**src/rtl/shift_subtract_divider_pkg.sv**
```systemverilog
// shift_subtract_divider_pkg: shared FSM state encoding and count sizing for the divider.
package shift_subtract_divider_pkg;
    localparam logic [1:0] IDLE = 2'd0;
    localparam logic [1:0] RUN  = 2'd1;
    localparam logic [1:0] DONE = 2'd2;

    function automatic int count_width(input int width);
        return $clog2(width) + 1;
    endfunction
endpackage

```
**src/rtl/shift_subtract_divider_step.sv**
```systemverilog
// shift_subtract_divider_step: one restoring shift-and-subtract iteration on {A,Q}.
module shift_subtract_step #(
    parameter int WIDTH = 4
) (
    input  logic [2*WIDTH:0] aq,
    input  logic [WIDTH-1:0] m,
    output logic [2*WIDTH:0] aq_next
);
    logic [WIDTH+1:0] t;

    // Keep the bit shifted out of A so the sign test never loses information.
    assign t       = aq[2*WIDTH:WIDTH-1] - {2'b00, m};
    assign aq_next = t[WIDTH+1] ? {aq[2*WIDTH-1:0], 1'b0}
                                : {t[WIDTH:0], aq[WIDTH-2:0], 1'b1};
endmodule

```
**src/rtl/shift_subtract_divider.sv**
```systemverilog
// shift_subtract_divider: sequential unsigned restoring divider, one quotient bit per clock.
module shift_subtract_divider
    import shift_subtract_divider_pkg::*;
#(
    parameter int WIDTH = 4
) (
    input  logic             clk,
    input  logic             rst_n,
    input  logic             start,
    input  logic [WIDTH-1:0] dividend,
    input  logic [WIDTH-1:0] divisor,
    output logic             busy,
    output logic             done,
    output logic [WIDTH-1:0] quotient,
    output logic [WIDTH-1:0] remainder,
    output logic             div_by_zero
);
    localparam int CW = count_width(WIDTH);

    logic [1:0]       state;
    logic [CW-1:0]    count;
    logic [2*WIDTH:0] aq;
    logic [2*WIDTH:0] aq_next;
    logic [WIDTH-1:0] m;

    shift_subtract_step #(.WIDTH(WIDTH)) step (
        .aq     (aq),
        .m      (m),
        .aq_next(aq_next)
    );

    assign busy = state == RUN;
    assign done = state == DONE;

    always_ff @(posedge clk or negedge rst_n) begin
        if (!rst_n) begin
            state       <= IDLE;
            count       <= '0;
            aq          <= '0;
            m           <= '0;
            quotient    <= '0;
            remainder   <= '0;
            div_by_zero <= 1'b0;
        end else begin
            case (state)
                IDLE: if (start) begin
                    if (divisor != '0) begin
                        m     <= divisor;
                        aq    <= {{(WIDTH+1){1'b0}}, dividend};
                        count <= '0;
                        state <= RUN;
                    end else begin
                        quotient    <= '1;
                        remainder   <= dividend;
                        div_by_zero <= 1'b1;
                        state       <= DONE;
                    end
                end
                RUN: begin
                    aq    <= aq_next;
                    count <= count + 1'b1;
                    if (count == CW'(WIDTH - 1)) begin
                        quotient    <= aq_next[WIDTH-1:0];
                        remainder   <= aq_next[2*WIDTH-1:WIDTH];
                        div_by_zero <= 1'b0;
                        state       <= DONE;
                    end
                end
                default: state <= IDLE;
            endcase
        end
    end
endmodule

```
**config.mk**
```make
export PLATFORM = sky130hd
export DESIGN_NAME = shift_subtract_divider
export DESIGN_NICKNAME = d
export VERILOG_FILES = /design/src/rtl/shift_subtract_divider_pkg.sv /design/src/rtl/shift_subtract_divider_step.sv /design/src/rtl/shift_subtract_divider.sv
export SDC_FILE = /design/constraint.sdc
export NUM_CORES = 1
export LEC_CHECK = 0
export ABC_AREA = 0
export CORE_UTILIZATION = 60
export CTS_BUF_LIST = sky130_fd_sc_hd__clkbuf_8
export DETAILED_ROUTE_END_ITERATION = 10
export PLACE_DENSITY_LB_ADDON = 0.25
export SYNTH_ARGS = -nofsm -noshare
export SYNTH_HDL_FRONTEND = slang
export SYNTH_SLANG_ARGS = --single-unit
```
**constraint.sdc**
```tcl
create_clock -name clk -period 4.3 [get_ports clk]
set_input_delay 0.43 -clock clk [delete_from_list [all_inputs] [get_ports clk]]
set_output_delay 0.43 -clock clk [all_outputs]
set_load 0.03 [all_outputs]
```
# == After elaboration in Yosys (flattened, before gate mapping) ==
# Index checks and enable logic that the tools add are counted.
# op_classes
n_div,0
reduce_logical,7
shift,0
mux,23
add_sub_neg,2
magnitude_cmp,0
n_bitwise,0
n_eq_ne,7
mul,0
# op_table
cell,n
$mux W9,3
$mux W4,6
$pmux W9 S2,1
$pmux W4 S2,2
$mux W2,3
$mux W3,2
$ne A2 B2 Y1 const B,3
$pmux W3 S2,1
$reduce_and A3 Y1,2
$sub A6 B4 Y6,1
$pmux W2 S2,1
$reduce_and A4 Y1,1
$reduce_bool A4 Y1,1
$add A3 B1 Y3 const B,1
$eq A3 B2 Y1 const B,1
$mux W1,3
$eq A2 B1 Y1 const B,1
$eq A2 B2 Y1 const B,1
$logic_not A2 Y1,1
$ne A2 B1 Y1 const B,1
$pmux W1 S2,1
$reduce_and A2 Y1,1
$reduce_bool A2 Y1,1
# word_totals
out_inout_bits,11
latch_bits,0
word_cells,46
mem_bits_rw,0
mem_bits_ro,0
n_memories,0
reg_bits,27

# == Longest topological paths before layout ==
# depth
ltp_word,4
ltp_mapped,9

# == Cells and area by module ==
# A second synthesis with hierarchy kept.
# hier_totals
hier_cells,136
hier_area_um2,1472.7
# modules_own_cells
module,cells_per_inst,seq_area_each_um2,area_per_inst_um2,n_inst
shift_subtract_divider,95,675.6,1181.1,1
shift_subtract_step,41,0.0,291.5,1

# == Worst setup path before layout ==
# Ideal clock, no wire load.
# synth_timing
path_kind,flip-flop to flip-flop
start,reg aq[6]
end,reg remainder[1]
setup_ns,0.082
path_slack_ns,2.375
arrival_ns,1.843
stages_incl_launch_ff,7
n_path_buf,1
period_less_slack_ns,1.925
cell_sequence,dfrtp_1 ha_1 or3_1 buf_6 o211a_4 mux2_4 a31oi_1
# synth_via
elab_chain_len,4
# synth_rtl
item,line,text
start: declaration,shift_subtract_divider.sv:22,logic [2*WIDTH:0] aq;
start signal: assignment,shift_subtract_divider.sv:49,"aq <= {{(WIDTH+1){1'b0}}, dividend};"
start signal: assignment,shift_subtract_divider.sv:60,aq <= aq_next;
$sub A6 B4 Y6,shift_subtract_divider_step.sv:12,"assign t = aq[2*WIDTH:WIDTH-1] - {2'b00, m};"
$mux W9,shift_subtract_divider_step.sv:13,"assign aq_next = t[WIDTH+1] ? {aq[2*WIDTH-1:0], 1'b0}"
$mux W4,shift_subtract_divider.sv:62,if (count == CW'(WIDTH - 1)) begin
$pmux W4 S2,shift_subtract_divider.sv:45,case (state)
end signal: assignment,shift_subtract_divider.sv:54,remainder <= dividend;
end signal: assignment,shift_subtract_divider.sv:64,remainder <= aq_next[2*WIDTH-1:WIDTH];
end: declaration,shift_subtract_divider.sv:15,"output logic [WIDTH-1:0] remainder,"
# Every way passes these cells. The select of a mux whose other input is x is not followed.
# A chain may end at the register's enable or synchronous reset.

# == Worst setup path after layout ==
# layout_timing
start,reg state[1]
end,out busy
# layout_via
elab_chain_len,1
# layout_rtl
item,line,text
start: declaration,shift_subtract_divider.sv:20,logic [1:0] state;
start signal: assignment,shift_subtract_divider.sv:37,state <= IDLE;
start signal: assignment,shift_subtract_divider.sv:51,state <= RUN;
start signal: assignment,shift_subtract_divider.sv:56,state <= DONE;
$eq A2 B1 Y1,shift_subtract_divider.sv:32,assign busy = state == RUN;
end: declaration,shift_subtract_divider.sv:12,"output logic busy,"
# Every way passes these cells.

==> results.cfg <==
[setup_path]
r2r-start = aq[6]
critical_path_required_ns = 3.87
cp_slowest_cell = clkdlybuf4s50_1
path_cells = inv_1 -> nand2_1 -> inv_1 -> clkdlybuf4s50_1
crit_buf_inv = 3
crit_type = reg -> out
cp-start-kind = flop
endpoint_kind = primary output
slowest_delay_ns = 0.75
rrSetupSlack_ns = 2.07
rr_endpoint = aq[6]
cp.depth = 4
crit_path_start = state[1]
crit_family = buffers and inverters
cp_max_fo = 14
cp_common_cell = inv_1
crit_end = busy
cp.arrival_ns = 2.47
reg2reg_depth = 5

[yosys]
ys_seq_elements = 27
synthCells = 171
ys.flop_type = dfrtp_1
synth_edf_count = 0
synthArstFlopShare_pct = 100.0
syn-mean-instance-area_um2 = 9.139
synth_nets = 189
ys_types = 43
yosysWarnings = 0
synthesis.area_um2 = 1563
ys_seq_area_share_pct = 43.23

[drt]
ant_nets = 0
wl_met3_um = 224
dr.pass1.iters = 4
drt_iter0_markers = 64
route.top_layer_used = met4
wl_met2_um = 1694
wirelength_um = 3483
wire_per_inst_um = 15.83
via_per_inst = 6.164
drc = 0
wl_met1_um = 1488
routed-via-count = 1356

[floorplan]
die_h_um = 53.04
dieArea_um2 = 2813
start_util_pct = 63.08
die_w_um = 53.04
core_area_um2 = 2477
pin_count = 22
rows = 18

[clocking]
clock-sinks = 27
clk_pin_slew_ns = 0.09
htreeDepth = 1
cts_setup_buffers = 0
cts.repair.resized = 0
clock_path_buffers = 2
root_buffer = clkbuf_8
tritoncts = yes
hold_buffers = 0
cts_inserted_buffers = 3
clock_latency_ns = 0.28

[run]
drv_cap = 0

[timing]
hold_violations = 0
finalMaxSlewViolations = 0
hold_ws_ns = 0.4893
worst_pin_slew_ns = 0.6500
maxSlewHeadroom_pct = 56.21
finClkSkew_ns = 0.003855
setup_tns_ns = 0
setup_slack_ns = 1.399
period_minus_slack_ns = 2.901
rsz0062_at_grt = no
fin_crit_sh_pct = 67.47
setup_viol = 0
timing.fmax_ghz = 0.3447

[layout]
syn2layout_area_growth_pct = 16.81
stdcell_count = 220
multi_input_area_um2 = 808.3
seq_area_um2 = 675.6
final_core_util_pct = 73.69
fillerInstances = 181
drive_above_1_share_pct = 7.895
num-nets-final = 209
n_antenna_cell = 0
design_area_um2 = 1826

[placement]
dp_hpwl_um = 2617
dp_slack_ns = 1.768
portBuffers = 21
placed_cells = 216
gp_congestion = 0.8739
dpl-instance-area_um2 = 1777

[power]
p_leak_nw = 0.7974
powerDensity_nw_per_um2 = 905.9
total_power_mw = 1.654
peakVddDrop_mv = 0.6003

[outcome]
status = complete, no violations

[global_route]
grt_pass1_vias = 1226
grt_start_max_net_pins = 28
grt_util_all_layers_pct = 28.55
overflow = 0
antenna_found_initial = 0
grt_pass1_wl_um = 5637

[worst_hold_path]
hold_class = reg -> reg
==> logic make-up (layout without fill, tap and decap cells) <==
logic type | after synthesis | count (layout) | synth area share, %
adders and majority gates | 8 | 8 | 6.725
DFF | 27 | 27 | 43.23
xor gates and xnor gates | 1 | 1 | 0.5606
AOI/OAI and AO/OA | 50 | 50 | 21.62
and+or+nand+nor | 61 | 61 | 17.69
muxes | 7 | 7 | 5.124
buffers and inverters | 17 | 36 | 5.044
==> synthesized netlist by cell type, types with 2 or more instances <==
master	n	area, µm²
dfrtp_1	27	675.7
nor2_1	25	93.84
nand2_1	20	75.07
a21oi_1	13	65.06
inv_1	10	37.54
o21ai_0	9	45.04
a31oi_1	7	43.79
ha_1	6	75.07
mux2_2	4	45.04
a21o_1	3	22.52
buf_2	3	15.01
o211ai_1	3	22.52
a211oi_1	2	15.01
a22o_1	2	17.52
and3_1	2	12.51
clkbuf_1	2	7.510
mux2i_1	2	20.02
nand3_1	2	10.01
nand3b_1	2	15.01
o22ai_1	2	12.51
or3_1	2	12.51
or4_1	2	15.01
==> sequential cells by signal, summed over array words and instances, names as in the netlist <==
signal,flops
aq,9
count,3
div_by_zero,1
m,4
quotient,4
remainder,4
state,2
==> layout make-up <==
cell class              count  area share [%]
multi-input cells         127           44.28
flip-flops and latches     27           37.01
repair buffers             22           11.93
clock buffers               3           2.262
inverters                  10           2.056
well taps                  30           2.056
clock inverters             1          0.4112
==> cells in the final DEF (no fill, tap or decap), drive strengths merged, types with 2 or more instances in the layout <==
cell,synthesis,routed
nand3,2,2
clkbuf,2,3
nor2,25,25
clkdlybuf4s50,0,21
mux2i,2,2
o22ai,2,2
a211oi,2,2
and3,2,2
or2,2,2
mux2,5,5
a21oi,14,14
dfrtp,27,27
or4,2,2
nand3b,2,2
a22o,2,2
nand2,20,20
o21ai,9,9
a21o,3,3
inv,10,10
a31oi,7,7
o211ai,4,4
ha,6,6
or3,2,2
==> layer usage <==
metal / track usage (%) / vias to the layer above
met5: 0 / -
met1: 38.84 / 641
met4: 12.72 / 0
met2: 44.94 / 61
met3: 3.736 / 9
li1: - / 645
==> worst min-delay path by stage <==
stage	slack (ns)	cells after the start	startpoint	end
2_1_floorplan	0.13	0	rst_n	aq[0]
4_1_cts	0.49	1	count[0]	count[0]
5_1_grt	0.53	1	count[0]	count[0]
3_5_place_dp	0.47	1	count[0]	count[0]
3_3_place_gp	0.47	1	count[0]	count[0]
6_report	0.49	1	count[0]	count[0]
==> report_power, final <==
part / internal, mW / switching, mW / total (mW)
logic: 0.435 / 0.593 / 1.03
clock network: 0.0660 / 0.0846 / 0.151
registers: 0.374 / 0.101 / 0.475
No activity file was read; power rests on OpenSTA's default activity.
